**config.mk**
```make
export PLATFORM = sky130hd
export DESIGN_NAME = timer_controller
export DESIGN_NICKNAME = d
export VERILOG_FILES = /design/src/rtl/timer_defs.sv /design/src/rtl/timer_controller_count_step.sv /design/src/rtl/timer_controller.sv
export SDC_FILE = /design/constraint.sdc
export NUM_CORES = 1
export LEC_CHECK = 0
export ABC_AREA = 1
export CORE_MARGIN = 10
export CORE_UTILIZATION = 59
export CTS_BUF_LIST = sky130_fd_sc_hd__clkbuf_4
export DETAILED_ROUTE_END_ITERATION = 7
export GPL_TIMING_DRIVEN = 1
export PLACE_DENSITY_LB_ADDON = 0.3
export SLEW_MARGIN = 30
export SYNTH_ARGS = -nofsm -noshare
export SYNTH_HDL_FRONTEND = slang
export SYNTH_SLANG_ARGS = --single-unit
```
**constraint.sdc**
```tcl
create_clock -name clk -period 2 [get_ports clk]
set_input_delay 0.6 -clock clk [delete_from_list [all_inputs] [get_ports clk]]
set_output_delay 0.6 -clock clk [all_outputs]
set_load 0.02 [all_outputs]
```
**src/rtl/timer_defs.sv**
```systemverilog
`default_nettype none
// ============================================================================
// timer_defs : shared state encoding and default sizing for the kitchen timer
// Revision   : 1.0
// ============================================================================
package timer_defs;

  localparam int              WIDTH_DEF     = 12;
  localparam logic [11:0]     MAX_COUNT_DEF = 12'd3599;

  typedef enum logic [1:0] {
    ST_SET   = 2'd0,
    ST_RUN   = 2'd1,
    ST_PAUSE = 2'd2,
    ST_ALARM = 2'd3
  } state_e;

endpackage
`default_nettype wire

```
**src/rtl/timer_controller_count_step.sv**
```systemverilog
`default_nettype none
// ============================================================================
// count_step : one-second up/down step with wrap at 0 and MAX_COUNT
// Revision   : 1.0
// ============================================================================
module count_step
  import timer_defs::*;
#(
  parameter int               WIDTH     = WIDTH_DEF,
  parameter logic [WIDTH-1:0] MAX_COUNT = WIDTH'(MAX_COUNT_DEF)
) (
  input  logic [WIDTH-1:0] value_i,
  input  logic             up_i,
  input  logic             down_i,
  output logic [WIDTH-1:0] next_o
);

  // Up wins over down; out-of-range inputs are pulled back into 0..MAX_COUNT.
  always_comb begin
    next_o = value_i;
    if (up_i) begin
      next_o = (value_i >= MAX_COUNT) ? '0 : value_i + WIDTH'(1);
    end else if (down_i) begin
      next_o = ((value_i == '0) || (value_i > MAX_COUNT)) ? MAX_COUNT
                                                          : value_i - WIDTH'(1);
    end
  end

endmodule
`default_nettype wire

```
**src/rtl/timer_controller.sv**
```systemverilog
`default_nettype none
// ============================================================================
// timer_controller : SET/RUN/PAUSE/ALARM sequencer owning the time register
// Revision         : 1.0
// ============================================================================
module timer_controller
  import timer_defs::*;
#(
  parameter int               WIDTH       = WIDTH_DEF,
  parameter logic [WIDTH-1:0] MAX_COUNT   = WIDTH'(MAX_COUNT_DEF),
  parameter int               ALARM_TICKS = 10
) (
  input  logic             clk,
  input  logic             reset_n,
  input  logic             tick_1hz,
  input  logic             btn_up,
  input  logic             btn_down,
  input  logic             btn_start,
  input  logic             btn_clear,
  output logic [WIDTH-1:0] time_value,
  output logic             running,
  output logic             alarm,
  output logic [1:0]       state
);

  localparam int CW = $clog2(ALARM_TICKS + 1);

  state_e           state_q, state_d;
  logic [WIDTH-1:0] value_q, value_d;
  logic [CW-1:0]    cnt_q, cnt_d;
  logic             armed_q;
  logic             step_up, step_down;
  logic [WIDTH-1:0] step_next;
  logic             any_btn;

  count_step #(
    .WIDTH     (WIDTH),
    .MAX_COUNT (MAX_COUNT)
  ) u_count_step (
    .value_i (value_q),
    .up_i    (step_up),
    .down_i  (step_down),
    .next_o  (step_next)
  );

  assign any_btn = btn_up | btn_down | btn_start | btn_clear;

  // armed_q masks every pulse on the first edge after reset release.
  always_ff @(posedge clk or negedge reset_n) begin
    if (!reset_n) begin
      state_q <= ST_SET;
      value_q <= '0;
      cnt_q   <= '0;
      armed_q <= 1'b0;
    end else begin
      state_q <= state_d;
      value_q <= value_d;
      cnt_q   <= cnt_d;
      armed_q <= 1'b1;
    end
  end

  always_comb begin
    state_d   = state_q;
    value_d   = value_q;
    cnt_d     = cnt_q;
    step_up   = 1'b0;
    step_down = 1'b0;
    if (armed_q) begin
      case (state_q)
        ST_SET: begin
          step_up   = btn_up;
          step_down = btn_down;
          if (btn_clear) begin
            value_d = '0;
          end else if (btn_start) begin
            if (value_q != '0) state_d = ST_RUN;
          end else begin
            value_d = step_next;
          end
        end
        ST_RUN: begin
          step_down = tick_1hz;
          if (btn_clear) begin
            state_d = ST_SET;
            value_d = '0;
          end else if (btn_start) begin
            state_d = ST_PAUSE;
          end else if (tick_1hz) begin
            value_d = step_next;
            // Reaching zero enters ALARM on the same edge; the step never wraps here.
            if (value_q <= WIDTH'(1)) begin
              state_d = ST_ALARM;
              value_d = '0;
              cnt_d   = '0;
            end
          end
        end
        ST_PAUSE: begin
          if (btn_clear) begin
            state_d = ST_SET;
            value_d = '0;
          end else if (btn_start) begin
            state_d = ST_RUN;
          end
        end
        ST_ALARM: begin
          value_d = '0;
          if (any_btn) begin
            state_d = ST_SET;
            cnt_d   = '0;
          end else if (tick_1hz) begin
            if (cnt_q == CW'(ALARM_TICKS - 1)) begin
              state_d = ST_SET;
              cnt_d   = '0;
            end else begin
              cnt_d = cnt_q + CW'(1);
            end
          end
        end
        default: begin
          state_d = ST_SET;
          value_d = '0;
          cnt_d   = '0;
        end
      endcase
    end
  end

  assign time_value = value_q;
  assign running    = (state_q == ST_RUN);
  assign alarm      = (state_q == ST_ALARM);
  assign state      = state_q;

endmodule
`default_nettype wire
```
==> metrics.md <==
| Metric | Value |
|---|---|
| CP Buf/Inv Count | 1 |
| Setup WS post-layout | roughly 0.066 ns |
| Slew Limit Fails | 0 |
| Kind of cell adding the most delay to the critical path | buffers and inverters |
| Max-cap violation count | 0 |
| Top-area cell type share of the netlist area | 0.232 |
| Post-Syn Area | slightly above 2000 um2 |
| Port buffer count | 22 |
| Iteration-0 DRC count of the detailed router | approximately 200 |
| Total chip power | slightly below 4 mW |
| First-pass GRT wire length | 9040 um |
| Largest net degree at the start of global routing | 20 |
| Xor and xnor area share after synthesis | 0.0299 |
| Critical Path AT | between 1 and 1.5 ns |
| Async S/R FF share, synth | 1.00 |
| Total nets after synthesis | roughly 330 |
| CP Capture Type | output port |
| Sw Share | 0.575 |
| Endpoints failing setup | 0 |
| Share of cells above drive strength 1 | 0.189 |
| Vias in the first global route | 2081 |
| DRC | 0 |
| Clock-pin slew on the worst setup and hold paths | approximately 0.13 ns |
| Clock tree sinks | 19 |
| Multiplexer share of the synthesized area | 0 |
| Yosys warning count | 0 |
| Num CTS Buffers | 3 |
| Crit path cell chain | clkdlybuf4s50_1 |
| Antenna cells | 0 |
| Fin crit share | 0.967 |
| Cell with the most instances after synthesis | nand2_1 |
| Top cells by area, synth | dfrtp_1, nand2_1, nand3_1 |
| Simple-gate portion of the synthesized area | 0.537 |
| Clk Latency, worst-skew pair | 0.30 ns |
| P per Cell Area | about 1600 nW/um2 |
| Hold Crit Class | flip-flop to flip-flop |
| CP required | between 1 and 1.5 ns |
| Fmax | between 0.5 and 0.6 GHz |
| Die W | ~79 um |
| Post-Route WL | around 5200 um |
| Synth-to-Final Area Change | 18.7% |
| Minimum clock period | a little under 2 ns |
| Area of the die | 6230 um2 |
| Top_reg_cell synth | dfrtp_1 |
| Number of vias in the routed layout | 2158 |
| Drt first pass iters | 6 |
| Area leader, netlist | dfrtp_1 |
| Kind of critical path | flip-flop to output port |
| Worst Skew | between 0.003 and 0.004 ns |
| CTS tree | yes |
| Largest family of logic cells by synthesized area | simple AND/OR/NAND/NOR gates |
| Crit path max fanout | 3 |
| CTS Hold Bufs | 0 |
| Hold Slack | ~0.55 ns |
| Status | completed |
| Height of the die | around 80 um |
| RSZ-0062 raised after global routing | false |
| Cells after Synth | ~320 |
| VDD IR max | between 0.8 and 0.9 mV |
| GPL Wtd Cong | approximately 0.95 |
| Grt ovf | 0 |
| Number of instances in the placed design | 400 |
| Post-detail-place hpwl | a little over 4000 um |
| Initial core utilization | 0.615 |
| Fin util | 0.729 |
| Vias/cell | approximately 5.3 |
| Commonest cells in the netlist | nand2_1, nand3_1, nor2_1 |
| Cell internal pwr | between 1.5 and 2 mW |
| Critical Path Slowest Stage Cell | clkdlybuf4s50_1 |
| Crit path launch type | flip-flop |
| Yosys cell types | 35 |
| H-Tree Depth | 1 |
| Site Rows | 21 |
| Clock buffer depth | 2 |
| WL per Instance | between 10 and 15 um |
| Post-route ant nets | 0 |
| Post-Syn Area per Cell | between 6 and 7 um2 |
| Power share of the sequential group | 0.174 |
| Overall Global Routing Usage | 0.170 |
| Post-synth EDFFs | 0 |
| Initial antenna violation count | 0 |
| Core area | around 3300 um2 |
| Synth Register Bits | 19 |
| DP Worst Slack | -0.0573 ns |
| Adder-Cell Fraction of Synth Area | 0.0305 |
| Register area share after synthesis | 0.232 |
| Final non-filler cell total | around 410 |
| Clock tree root buffer cell | clkbuf_4 |
| Critical Path Max Stage Delay | 0.62 ns |
| Final hold vios | 0 |
| Nets@finish | 373 |
| Post-synthesis compound-gate area fraction | 0.0543 |
| Logic pwr share | 0.773 |
| Clock share of power | 0.053 |
| Switch Pwr | 2.29 mW |
| Number of I/O pins | 23 |
| P_leak | about 1.4 nW |
==> cell usage in the layout (no fill, tap or decap), drive strengths merged, types with 2 or more instances in the layout <==
master and count:
clkdlybuf4s50 11, nor3b 2, nand2 124, inv 38
ha 5, xor2 7, clkbuf 3, nand3 39
a21oi 7, nor3 4, buf 21, dlymetal6s2s 2
clkinv 2, dlygate4sd2 8, o21ai 11, nand4 6
dfrtp 19, nor2 46
==> sequential cells by signal, summed over array words and instances (netlist names) <==
register,cells
time_value,12
state,2
armed_q,1
cnt_q,4
==> layout make-up <==
cell class	count	area, um2
Clock buffer	3	22.5
Clock inverter	1	5.00
Fill cell	308	903
Inverter	39	151
Multi-Input combinational cell	255	1350
Sequential cell	19	477
Tap cell	46	57.6
Timing Repair Buffer	43	373
==> power groups by stage <==
| stage | registers (mW) | clock network, mW | logic, mW |
|---|---|---|---|
| after floorplan | 0.851 | 0 | 2.06 |
| after global placement | 0.704 | 0 | 3.00 |
| after detailed placement | 0.702 | 0 | 3.04 |
| after CTS | 0.691 | 0.217 | 3.03 |
| after global routing | 0.716 | 0.234 | 3.40 |
| final | 0.692 | 0.211 | 3.07 |
==> worst paths after layout <==
path,from,endpoint,slack (ns),cells after the start
setup / recovery,time_value[4]$_DFFE_PN0P_,time_value[4],0.07,1
hold / removal,cnt_q[3]$_DFFE_PN0P_,cnt_q[3]$_DFFE_PN0P_,0.55,2
setup reg to reg,time_value[0]$_DFFE_PN0P_,time_value[8]$_DFFE_PN0P_,0.19,11
hold reg to reg,cnt_q[3]$_DFFE_PN0P_,cnt_q[3]$_DFFE_PN0P_,0.55,2
max in group asynchronous,reset_n,time_value[0]$_DFFE_PN0P_,1.17,2
min in group asynchronous,reset_n,state[1]$_DFFE_PN0P_,0.61,2
==> cells by family (layout without fill, tap and decap cells) <==
family / after synthesis / in the layout
xor+xnor: 7 / 7
buf+inv: 48 / 86
compound gates: 19 / 19
fa+ha+maj: 5 / 5
other cells: 1 / 1
flops: 19 / 19
simple gates: 223 / 223
==> what timing repair did <==
item                                    4_1_cts  5_1_grt
resized for setup                             9        5
buffers inserted                              2        0
cloned                                        0        0
endpoints found under the hold margin         0        0
endpoints found under the setup margin        9        8
==> metrics by stage <==
stage	cell area [um2]	TNS [ns]
6_report	2430	0
5_1_grt	2430	0
4_1_cts	2420	0
3_5_place_dp	2390	-0.446
3_3_place_gp	2390	-0.136
2_1_floorplan	2050	0
==> routing by layer <==
layer / part of all wire / routed length, um / GRT usage
met5: 0 / 0 / 0
met4: 0.015 / 80 / 0.0735
met3: 0.067 / 348 / 0.0259
met2: 0.49 / 2570 / 0.288
met1: 0.43 / 2240 / 0.208
No activity file was read; power rests on OpenSTA's default activity.
